### src/rtl/csr_bank.sv
// Bank of Count machine-mode CSRs with Zicsr read/modify/write semantics and an optional
// read-only 64-bit cycle counter, included when CSR_BANK_CYCLE_EN is defined.
module csr_bank #(
    parameter int              Count      = 4,
    parameter logic [11:0]     BaseAddr   = 12'h340,
    parameter logic [Count*32-1:0] WriteMask  = {Count{32'hFFFF_FFFF}},
    parameter logic [Count*32-1:0] ResetValue = {Count{32'h0}},
    parameter logic [11:0]     CycleAddr  = 12'hB00
) (
    input  logic        clk_i,
    input  logic        reset_i,
    input  logic        en_i,
    input  logic [11:0] addr_i,
    input  logic [2:0]  op_i,
    input  logic [4:0]  rs1_i,
    input  logic [4:0]  rd_i,
    input  logic [31:0] in_i,
    output logic [31:0] old_o,
    output logic        hit_o,
    output logic        illegal_o
);

    localparam logic [Count-1:0][31:0] Mask = WriteMask;
    localparam logic [Count-1:0][31:0] Init = ResetValue;

    logic [Count-1:0][31:0] regs_q, regs_d;
    logic [Count-1:0]       sel;
    logic                   reg_hit, cyc_hit, op_ok, wr_req, bank_hit;
    logic [31:0]            src, cur, nv, cyc_val;
    logic [31:0]            old_q, old_d;
    logic                   hit_q, hit_d, illegal_q, illegal_d;

    // rd only matters to the register file; writes happen even for rd==0.
    logic unused_rd;
    assign unused_rd = ^rd_i;

    always_comb begin
        sel = '0;
        cur = '0;
        for (int i = 0; i < Count; i++) begin
            if (addr_i == BaseAddr + 12'(i)) begin
                sel[i] = 1'b1;
                cur    = regs_q[i];
            end
        end
    end
    assign reg_hit = |sel;

`ifdef CSR_BANK_CYCLE_EN
    logic [63:0] cyc_q, cyc_d;
    logic        cyc_lo_sel, cyc_hi_sel;

    assign cyc_d      = cyc_q + 64'd1;
    assign cyc_lo_sel = (addr_i == CycleAddr);
    assign cyc_hi_sel = (addr_i == CycleAddr + 12'h080);
    // General registers win if the two address ranges were ever configured to overlap.
    assign cyc_hit    = (cyc_lo_sel | cyc_hi_sel) & ~reg_hit;
    assign cyc_val    = cyc_hi_sel ? cyc_q[63:32] : cyc_q[31:0];

    always_ff @(posedge clk_i) begin
        if (reset_i) cyc_q <= '0;
        else         cyc_q <= cyc_d;
    end
`else
    logic unused_cyc;
    assign unused_cyc = (addr_i == CycleAddr);
    assign cyc_hit    = 1'b0;
    assign cyc_val    = '0;
`endif

    assign src = op_i[2] ? {27'b0, rs1_i} : in_i;

    always_comb begin
        op_ok = 1'b1;
        nv    = src;
        case (op_i[1:0])
            2'b01:   nv = src;
            2'b10:   nv = cur | src;
            2'b11:   nv = cur & ~src;
            default: op_ok = 1'b0;
        endcase
        // Set/clear with rs1==0 is a pure read; write forms always write.
        wr_req    = op_ok && (op_i[1:0] == 2'b01 || rs1_i != 5'd0);
        bank_hit  = op_ok && (reg_hit || cyc_hit);
        old_d     = !bank_hit ? 32'h0 : (reg_hit ? cur : cyc_val);
        hit_d     = bank_hit;
        illegal_d = !bank_hit || (cyc_hit && wr_req);
    end

    always_comb begin
        regs_d = regs_q;
        if (en_i && wr_req) begin
            for (int i = 0; i < Count; i++) begin
                if (sel[i]) regs_d[i] = (regs_q[i] & ~Mask[i]) | (nv & Mask[i]);
            end
        end
    end

    always_ff @(posedge clk_i) begin
        if (reset_i) begin
            regs_q    <= Init;
            old_q     <= '0;
            hit_q     <= 1'b0;
            illegal_q <= 1'b0;
        end else begin
            regs_q <= regs_d;
            if (en_i) begin
                old_q     <= old_d;
                hit_q     <= hit_d;
                illegal_q <= illegal_d;
            end
        end
    end

    assign old_o     = old_q;
    assign hit_o     = hit_q;
    assign illegal_o = illegal_q;

endmodule
### config.mk
export PLATFORM = sky130hd
export DESIGN_NAME = csr_bank
export DESIGN_NICKNAME = d
export VERILOG_FILES = /design/src/rtl/csr_bank.sv
export SDC_FILE = /design/constraint.sdc
export NUM_CORES = 1
export LEC_CHECK = 0
export CAP_MARGIN = 30
export CORE_MARGIN = 4
export CORE_UTILIZATION = 40
export DETAILED_ROUTE_END_ITERATION = 8
export GPL_TIMING_DRIVEN = 0
export PLACE_DENSITY = 0.63
export SETUP_SLACK_MARGIN = 0.1
export SYNTH_ARGS = -nofsm -noshare
export SYNTH_HDL_FRONTEND = slang
export SYNTH_SLANG_ARGS = --single-unit
export TNS_END_PERCENT = 5
### constraint.sdc
create_clock -name clk_i -period 4.6 [get_ports clk_i]
set_input_delay 0.92 -clock clk_i [delete_from_list [all_inputs] [get_ports clk_i]]
set_output_delay 0.92 -clock clk_i [all_outputs]
set_load 0.01 [all_outputs]
After elaboration in Yosys (flattened, before gate mapping)
Cells that the tools add are included.
{"block": "totals", "wordCells": 42, "reg_bits": 162}
{"block": "classes", "n_eq_ne": 7, "muxes": 13, "n_bitwise": 3, "n_reduce_logical": 12}
{"operator": "$mux W32", "count": 7}
{"operator": "$pmux W32 S2", "count": 1}
{"operator": "$eq A12 B10 Y1 const B", "count": 4}
{"operator": "$and A32 B32 Y32", "count": 1}
{"operator": "$not A32 Y32", "count": 1}
{"operator": "$or A32 B32 Y32", "count": 1}
{"operator": "$reduce_and A2 Y1", "count": 4}
{"operator": "$mux W1", "count": 5}
{"operator": "$reduce_bool A5 Y1", "count": 1}
{"operator": "$eq A2 B2 Y1 const B", "count": 2}
{"operator": "$reduce_or A4 Y1", "count": 1}
{"operator": "$logic_and A1 B1 Y1", "count": 3}
{"operator": "$reduce_or A3 Y1", "count": 1}
{"operator": "$eq A2 B1 Y1 const B", "count": 1}
{"operator": "$logic_not A1 Y1", "count": 1}
{"operator": "$logic_or A1 B1 Y1", "count": 1}

Longest topological paths before layout
Gate-level depths: netlist (run 1).
{"block": "depth", "word_depth": 7, "mapped_depth": 7, "depth_no_buf": 4}

Least setup slack after synthesis (run 1)
OpenSTA, ideal clock, no wires.
{"block": "synth_path", "path_type": "in2reg", "start": "input addr_i[5]", "end": "register regs_q[118] (netlist name)", "arrival_ps": 2489, "setup_time_ps": 141, "required_ps": 4459, "setup_slack_ps": 1969, "n_path_buf": 2, "stages": 6, "path_cell_list": "or4b_4 > buf_6 > or3_4 > nor3_4 > buf_8 > a211oi_2"}
{"block": "synth_via", "elab_chain_cells": 7, "elab_cells_between_ends": 13}
{"element": "start, declared", "line_no": "13", "source": "input logic [11:0] addr_i,"}
{"element": "$eq A12 B10 Y1", "line_no": "41", "source": "if (addr_i == BaseAddr + 12'(i)) begin"}
{"element": "$mux W32 (4 in series)", "line_no": "41"}
{"element": "$and A32 B32 Y32 or $or A32 B32 Y32 (tied branches)", "line_no": "79, 78"}
{"element": "$pmux W32 S2", "line_no": "76", "source": "case (op_i[1:0])"}
{"element": "end signal, assigned", "line_no": "101", "source": "regs_q <= Init;"}
{"element": "end signal, assigned", "line_no": "106", "source": "regs_q <= regs_d;"}
{"element": "end, declared", "line_no": "26", "source": "logic [Count-1:0][31:0] regs_q, regs_d;"}
Parallel ways exist; a longest one is shown, timed or not.
A chain may end at the register's enable or synchronous reset.

Worst setup path in the final report (run 1)
{"block": "layout_path", "start": "input en_i", "end": "register regs_q[60] (netlist name)"}
{"block": "layout_via", "elab_chain_cells": 2}
{"element": "start, declared", "line_no": "12", "source": "input logic en_i,"}
{"element": "$logic_and A1 B1 Y1", "line_no": "92", "source": "if (en_i && wr_req) begin"}
{"element": "$reduce_and A2 Y1 (no line)"}
No other way between the ends.

==> impl_metrics.py, run 1 <==
metrics = {
    "logic_synthesis": {
        "synthSimpleGateAreaFrac_pct": 12.7,
        "syn_area_per_cell_um2": 9.19,
        "synth_compound_area_share_pct": 33.2,
        "synth_top_area_cell": "dfxtp_1",
        "synthCells": 834,
        "mappedNetlistArea_mm2": 0.00767,
        "synth_commonest_cells": "162 x dfxtp_1, 129 x a21oi_1, 107 x a211oi_1, 100 x nor2_1, 55 x clkbuf_1",
        "yosysWarnings": 0,
        "syn_nets": 894,
        "ys.flop_type": "dfxtp_1",
        "synth_top_family_by_area": "compound AO/OA/AOI/OAI gates",
        "synth_xor_area_share_pct": 0,
        "synth.area.mux_share_pct": 4.83,
        "synthTopCellsByArea": "dfxtp_1 42%, a211oi_1 10%, a21oi_1 8.4%",
        "synth_most_common_cell": "dfxtp_1",
        "synth-adder-area-share_pct": 0,
        "seq_area_frac_synth_pct": 42.3,
        "ys_seq_elements": 162,
        "synth_edf_count": 0,
        "synth_top_cell_area_share_pct": 42.3,
        "synthDistinctLibCells": 36,
        "synthArstFlopShare_pct": 0,
    },
    "clock_tree": {
        "cts_buffer_depth": 2,
        "htree_num_levels": 4,
        "cts_resized": 0,
        "cts_buffers": 17,
        "clk_pin_slew_worst_paths_ns": 0.06,
        "postCtsSetupBuffers": 0,
        "cts_hold_buf": 0,
        "cts_tree": "yes",
        "cts_sinks": 162,
        "insertion_delay_ns": 0.43,
        "root_buffer": "clkbuf_16",
    },
    "power_and_ir_drop": {
        "power_mw": 3.27,
        "leakage_nw": 3.05,
        "pwr_density_cell_mw_per_mm2": 345,
        "ir_drop_uv": 281,
    },
    "setup_path": {
        "crit_fanout": 10,
        "cp-start-kind": "primary input",
        "crit_type": "in -> reg",
        "r2r_setup_slack_ns": 3.12,
        "crit_path_end_kind": "flip-flop",
        "crit_required_ns": 4.93,
        "cp.arrival_ns": 3.50,
    },
    "cells_and_area": {
        "design_area_mm2": 0.00946,
        "fin_cells": 1185,
        "final_nets": 998,
        "fin_util_pct": 50.4,
        "antenna_cells": 0,
        "syn_to_final_growth_pct": 23.5,
        "drive_above_1_share_pct": 10.5,
    },
    "placement": {
        "gp_congestion": 0.846,
        "placed_area_mm2": 0.00881,
        "dpl.cell_count": 1153,
        "dp_hpwl_mm": 17.2,
        "io_buffers": 85,
        "pre_cts_ws_ns": 1.03,
    },
    "floorplanning": {
        "core_area_mm2": 0.0188,
        "fp.dieH_um": 146,
        "die_w_um": 146,
        "start_util_pct": 40.8,
        "pin_count": 94,
        "die-area_mm2": 0.0214,
        "rows": 50,
    },
    "timing": {
        "finalHoldViolations": 0,
        "slew_headroom_pct": 45.2,
        "rsz0062_at_grt": "false",
        "min_period_ns": 3.17,
        "setup_viol": 0,
        "skew_ns": 0.00824,
        "holdWs_ns": 0.483,
        "timing.fmax_mhz": 315,
        "final_max_slew_viol_count": 0,
        "timing.setup.tns_ns": 0,
        "fin_ws_ns": 1.43,
        "worst_pin_slew_ns": 0.822,
        "post-route-period-util_pct": 68.9,
    },
    "drt": {
        "drtIter0Drc": 642,
        "vias": 7104,
        "wl_per_cell_um": 20.9,
        "viasPerCell": 5.99,
        "totalWireLength_mm": 24.7,
        "ant_nets": 0,
        "drc": 0,
        "first_pass_iters": 5,
    },
    "global_route": {
        "grt_antenna_before_repair": 0,
        "grt_pass1_vias": 6925,
        "grt_max_degree": 17,
        "grt_usage_pct": 23.0,
        "grt_first_pass_wirelength_mm": 39.5,
        "grt_overflow_total": 0,
    },
    "status": {
        "status": "finished, final reports clean",
    },
    "flow_run": {
        "maxCapViolations": 0,
    },
    "min_path": {
        "hold_path_class": "reg -> reg",
    },
}
==> layout make-up <==
cell class | instances | area, µm²
Multi-Input combinational cell | 574 | 3890
Clock inverter | 8 | 173
Clock buffer | 24 | 482
Tap cell | 234 | 293
Fill cell | 1819 | 9300
Buffer | 95 | 522
Inverter | 3 | 11.3
Timing Repair Buffer | 85 | 851
Sequential cell | 162 | 3240
==> state kept, by name (all words and copies together), names as in the netlist <==
name,cells
old_o,32
regs_q,128
illegal_o,1
hit_o,1
==> layer usage <==
| metal | up-vias | wire (µm) | GRT usage [%] |
|---|---|---|---|
| met2 | 238 | 11300 | 36.2 |
| met5 | - | 0 | 0 |
| li1 | 3401 | - | - |
| met1 | 3432 | 11500 | 32.5 |
| met4 | 0 | 534 | 6.40 |
| met3 | 33 | 1340 | 4.03 |
==> cell usage in the layout (no fill, tap or decap), types with 21 or more instances in the layout <==
cell type	instances
dfxtp_1	162
a21oi_1	129
a211oi_1	107
nor2_1	100
clkdlybuf4s50_1	85
clkbuf_1	59
nand2b_1	54
mux2i_1	37
o22ai_1	32
a41oi_1	32
a32oi_1	32
buf_2	21
a211oi_2	21
==> cell families (layout without fill, tap and decap cells) <==
kind of cell,count (synthesis),in the layout
flops,162,162
buf+inv,98,215
compound gates,361,361
simple gates,176,176
mux,37,37
==> report_power, final <==
| part | internal, mW | switching, mW |
|---|---|---|
| sequential | 1.40 | 0.000349 |
| combinational | 0.0922 | 0.179 |
| clock | 1.01 | 0.581 |
==> path summary, 6_finish.rpt <==
kind	startpoint	endpoint	cells after the start
worst max-delay path	en_i	regs_q[60]$_SDFFE_PP0P_	7
worst min-delay path	old_o[7]$_SDFFE_PP0P_	old_o[7]$_SDFFE_PP0P_	2
worst min register to register	old_o[7]$_SDFFE_PP0P_	old_o[7]$_SDFFE_PP0P_	2
worst max register to register	regs_q[54]$_SDFFE_PP0P_	regs_q[86]$_SDFFE_PP0P_	4
==> worst max-delay path, stage by stage <==
cell             delay (ns)
clkdlybuf4s50_1        0.53
o21ai_0                0.23
a31oi_1                0.40
clkbuf_1               0.48
clkbuf_1               0.51
a21oi_1                0.16
a211oi_1               0.26
Note: power is estimated with default switching activity, not from simulation.
==> run 2, diff against run 1 <==
==> constraint.sdc (replaced) <==
create_clock -name clk_i -period 3.2 [get_ports clk_i]
set_input_delay 0.64 -clock clk_i [delete_from_list [all_inputs] [get_ports clk_i]]
set_output_delay 0.64 -clock clk_i [all_outputs]
set_load 0.01 [all_outputs]
==> impl_metrics.py, run 2 (same netlist as run 1, synthesis figures left out) <==
metrics = {
    "global_route": {
        "grt_overflow_total": 0,
        "grt_pass1_vias": 6925,
        "grt_usage_pct": 23.0,
        "grt_first_pass_wirelength_mm": 39.5,
        "grt_max_degree": 17,
        "grt_antenna_before_repair": 0,
    },
    "setup_path": {
        "cpPeakStageDelay_ns": 0.54,
        "crit_fanout": 10,
        "critical-path-top-delay-family": "buffers and inverters",
        "worst-path-buf-inv": 3,
        "crit_top_cell": "clkbuf_1",
        "crit_required_ns": 3.53,
        "slowest_stage": "clkdlybuf4s50_1",
        "cp.arrival_ns": 3.23,
        "cp-start-kind": "primary input",
        "path_cells": "clkdlybuf4s50_1 > o21ai_0 > a31oi_1 > clkbuf_1 > clkbuf_1 > a21oi_1 > a211oi_1",
        "crit_path_end_kind": "flip-flop",
        "crit_type": "in -> reg",
    },
    "clock_tree": {
        "insertion_delay_ns": 0.43,
        "clk_pin_slew_worst_paths_ns": 0.06,
        "cts_buffers": 17,
        "cts_hold_buf": 0,
        "cts_buffer_depth": 2,
        "postCtsSetupBuffers": 0,
        "cts_tree": "yes",
        "htree_num_levels": 4,
        "cts_sinks": 162,
        "cts_resized": 0,
        "root_buffer": "clkbuf_16",
    },
    "timing": {
        "min_period_ns": 2.91,
        "timing.fmax_mhz": 344,
        "finalHoldViolations": 0,
        "slew_headroom_pct": 45.4,
        "final_max_slew_viol_count": 0,
        "post-route-period-util_pct": 90.9,
        "fin_ws_ns": 0.292,
        "skew_ns": 0.00813,
        "rsz0062_at_grt": "false",
        "worst_pin_slew_ns": 0.820,
        "setup_viol": 0,
    },
    "cells_and_area": {
        "seqCellArea_mm2": 0.00324,
        "antenna_cells": 0,
        "largest_reg_flops": 128,
        "multi_input_area_mm2": 0.00390,
        "final_common_cell": "dfxtp_1",
        "final_nets": 998,
        "num-fill-cells": 1814,
        "syn_to_final_growth_pct": 23.6,
        "regMostFlops": "regs_q",
        "fin_util_pct": 50.5,
        "final_cell_mix": "162 x dfxtp_1, 129 x a21oi_1, 107 x a211oi_1, 100 x nor2_1, 85 x clkdlybuf4s50_1",
        "drive_above_1_share_pct": 10.5,
    },
    "drt": {
        "drc": 0,
        "totalWireLength_mm": 24.7,
        "wl_per_cell_um": 20.9,
        "first_pass_iters": 5,
        "ant_nets": 0,
        "viasPerCell": 5.98,
        "vias": 7090,
        "drtIter0Drc": 635,
    },
    "floorplanning": {
        "fp.dieH_um": 146,
        "die-area_mm2": 0.0214,
        "die_w_um": 146,
        "core_area_mm2": 0.0188,
        "pin_count": 94,
        "rows": 50,
        "start_util_pct": 40.8,
    },
    "placement": {
        "io_buffers": 85,
        "pre_cts_ws_ns": -0.0872,
        "gp_congestion": 0.846,
        "dp_hpwl_mm": 17.2,
    },
    "min_path": {
        "hold_path_class": "reg -> reg",
    },
    "power_and_ir_drop": {
        "pwr_density_cell_mw_per_mm2": 495,
        "leakage_nw": 3.05,
        "power_mw": 4.69,
        "ir_drop_uv": 404,
    },
    "flow_run": {
        "maxCapViolations": 0,
    },
    "status": {
        "status": "finished, final reports clean",
    },
}
==> run 2: worst paths after layout <==
check                            end  cells past startpoint                    start  slack, ns
min            old_o[7]$_SDFFE_PP0P_                      2    old_o[7]$_SDFFE_PP0P_       0.48
max          regs_q[60]$_SDFFE_PP0P_                      7                     en_i       0.29
min reg2reg    old_o[7]$_SDFFE_PP0P_                      2    old_o[7]$_SDFFE_PP0P_       0.48
max reg2reg  regs_q[86]$_SDFFE_PP0P_                      4  regs_q[54]$_SDFFE_PP0P_       1.72
==> run 2: power by group <==
| group | leakage (nW) | internal [mW] | switching, mW |
|---|---|---|---|
| registers | 1.30 | 2.02 | 0.000502 |
| clock network | 0.319 | 1.45 | 0.834 |
| logic | 1.43 | 0.133 | 0.257 |
| total | 3.05 | 3.60 | 1.09 |
==> run 2: cell type report <==
| type | count | area share, % |
|---|---|---|
| Clock inverter | 8 | 1.82 |
| Tap cell | 234 | 3.09 |
| Sequential cell | 162 | 34.2 |
| Clock buffer | 24 | 5.09 |
| Buffer | 95 | 5.51 |
| Multi-Input combinational cell | 574 | 41.2 |
| Timing Repair Buffer | 85 | 8.98 |
| Inverter | 3 | 0.119 |
==> run 2: metrics by stage <==
step	instance area [µm²]	hold slack [ns]	setup TNS [ns]	cells
3_3_place_gp	8810	0.469	-0.534	1153
5_1_grt	9470	0.507	0	1185
6_report	9470	0.482	0	1185
3_5_place_dp	8810	0.471	-2.10	1153
2_1_floorplan	7670	0.490	0	834
4_1_cts	9460	0.488	0	1185
==> run 2: worst register-to-register path: cells and delay by family, from the launching register on <==
family / cells / cell delay, ns
multiplexers: 1 / 0.16
flip-flops: 1 / 0.31
AO/OA/AOI/OAI: 3 / 0.86
==> run 2: per-layer routing <==
layer	track usage (%)	wire, µm
met3	4.03	1370
met1	32.5	11500
met5	0	0
met4	6.40	533
met2	36.2	11400
==> run 3, diff against run 2 <==
--- a/config.mk
+++ b/config.mk
@@ -10,9 +10,9 @@
 export CORE_UTILIZATION = 40
 export DETAILED_ROUTE_END_ITERATION = 8
 export GPL_TIMING_DRIVEN = 0
-export PLACE_DENSITY = 0.63
+export PLACE_DENSITY = 0.65
 export SETUP_SLACK_MARGIN = 0.1
 export SYNTH_ARGS = -nofsm -noshare
 export SYNTH_HDL_FRONTEND = slang
 export SYNTH_SLANG_ARGS = --single-unit
-export TNS_END_PERCENT = 5
+export TNS_END_PERCENT = 50
==> constraint.sdc (replaced) <==
create_clock -name clk_i -period 2.45 [get_ports clk_i]
set_input_delay 0.49 -clock clk_i [delete_from_list [all_inputs] [get_ports clk_i]]
set_output_delay 0.49 -clock clk_i [all_outputs]
set_load 0.01 [all_outputs]
==> impl_metrics.py, run 3 (same netlist as run 1, synthesis figures left out) <==
metrics = {
    "status": {
        "status": "finished, final reports clean",
    },
    "power_and_ir_drop": {
        "ir_drop_uv": 510,
        "pwr_density_cell_mw_per_mm2": 596,
        "leakage_nw": 3.25,
    },
    "clock_tree": {
        "root_buffer": "clkbuf_16",
        "cts_tree": "yes",
        "cts_buffers": 17,
        "cts_hold_buf": 0,
        "cts_buffer_depth": 2,
        "clk_pin_slew_worst_paths_ns": 0.06,
        "insertion_delay_ns": 0.43,
        "htree_num_levels": 4,
        "cts_sinks": 162,
    },
    "setup_path": {
        "critical-path-top-delay-family": "buffers and inverters",
        "crit_type": "in -> reg",
        "crit_fanout": 10,
        "cp.arrival_ns": 2.70,
        "crit_required_ns": 2.79,
        "crit_path_end_kind": "flip-flop",
        "path_cells": "clkdlybuf4s50_1 > and4bb_4 > and3_1 > clkbuf_1 > clkbuf_2 > a21oi_1 > a211oi_2",
        "slowest_stage": "and4bb_4",
        "worst-path-buf-inv": 3,
        "cpPeakStageDelay_ns": 0.52,
        "cp-start-kind": "primary input",
    },
    "timing": {
        "final_max_slew_viol_count": 0,
        "worst_pin_slew_ns": 0.850,
        "post-route-period-util_pct": 96.4,
        "min_period_ns": 2.36,
        "setup_viol": 0,
        "holdWs_ns": 0.485,
        "rsz0062_at_grt": "true",
        "slew_headroom_pct": 43.3,
        "finalHoldViolations": 0,
        "timing.fmax_mhz": 423,
        "skew_ns": 0.00562,
    },
    "global_route": {
        "grt_antenna_before_repair": 0,
        "grt_overflow_total": 0,
        "grt_usage_pct": 23.5,
        "grt_pass1_vias": 7290,
        "grt_max_degree": 17,
        "grt_first_pass_wirelength_mm": 40.5,
    },
    "floorplanning": {
        "pin_count": 94,
        "core_area_mm2": 0.0188,
        "start_util_pct": 40.8,
        "die-area_mm2": 0.0214,
        "die_w_um": 146,
        "fp.dieH_um": 146,
        "rows": 50,
    },
    "cells_and_area": {
        "drive_above_1_share_pct": 21.5,
        "final_nets": 1008,
        "design_area_mm2": 0.0102,
        "largest_reg_flops": 128,
        "antenna_cells": 0,
        "final_common_cell": "dfxtp_1",
        "fin_cells": 1193,
        "regMostFlops": "regs_q",
        "syn_to_final_growth_pct": 32.5,
        "fin_util_pct": 54.1,
        "final_cell_mix": "162 x dfxtp_1, 129 x a21oi_1, 100 x nor2_1, 96 x a211oi_1, 82 x clkdlybuf4s50_1",
    },
    "flow_run": {
        "maxCapViolations": 0,
    },
    "placement": {
        "placed_area_mm2": 0.00881,
        "dp_hpwl_mm": 17.2,
        "dpl.cell_count": 1153,
        "io_buffers": 85,
        "gp_congestion": 0.854,
    },
    "drt": {
        "vias": 7274,
        "ant_nets": 0,
        "first_pass_iters": 5,
        "viasPerCell": 6.10,
        "drtIter0Drc": 621,
        "drc": 0,
        "totalWireLength_mm": 26.1,
        "wl_per_cell_um": 21.9,
    },
    "min_path": {
        "hold_path_class": "reg -> reg",
    },
}
run 3: changes by cell type in the layout (fill, tap and decap cells not counted), sizes merged:
cell and change:
buf +10, bufinv -1, clkbuf -5, clkdlybuf4s50 -3, clkinv +4, clkinvlp +1
dlygate4sd2 +2, dlymetal6s2s +1, inv -1
run 3: metrics by stage:
stage          setup slack (ns)  TNS, ns  total power, mW
2_1_floorplan             0.249        0             2.98
3_3_place_gp             -0.627   -80.19             3.19
3_5_place_dp             -0.635   -83.80             3.19
4_1_cts                  0.0515        0             6.01
5_1_grt                 -0.0320  -0.0320             6.23
6_report                 0.0876        0             6.06
run 3: what timing repair did:
item                       4_1_cts  5_1_grt
pin swaps                        6        8
gates cloned                     1        0
gates resized for setup         53       89
buffers inserted                 7        2
setup endpoints to repair      156      129
run 3: worst paths after layout:
kind | slack (ns) | endpoint | cells past startpoint | from
worst min register to register | 0.49 | old_o[6]$_SDFFE_PP0P_ | 2 | old_o[6]$_SDFFE_PP0P_
worst min-delay path | 0.49 | old_o[6]$_SDFFE_PP0P_ | 2 | old_o[6]$_SDFFE_PP0P_
worst max register to register | 1.10 | regs_q[88]$_SDFFE_PP0P_ | 4 | regs_q[56]$_SDFFE_PP0P_
worst max-delay path | 0.09 | regs_q[125]$_SDFFE_PP0P_ | 7 | addr_i[2]
run 3: power breakdown:
part / leakage, nW / switching [mW] / internal [mW]
clock network: 0.304 / 1.10 / 1.74
registers: 1.30 / 0.000676 / 2.63
logic: 1.64 / 0.380 / 0.201
run 3: tightest hold or removal path: stages (launching register included):
cell     delay (ns)
dfxtp_1        0.33
a32oi_1        0.05
nor2_1         0.07
run 3: final cells by class:
cell class | instances | area [µm²]
Buffer | 95 | 598
Clock buffer | 19 | 453
Clock inverter | 11 | 161
Fill cell | 1735 | 8610
Inverter | 3 | 11.3
Multi-Input combinational cell | 574 | 4450
Sequential cell | 162 | 3240
Tap cell | 234 | 293
Timing Repair Buffer | 95 | 951
run 3: per-layer routing:
layer / wire (µm) / global-route usage, %
met1: 11500 / 31.7
met2: 12600 / 38.1
met3: 1490 / 4.59
met4: 510 / 7.62
met5: 0 / 0
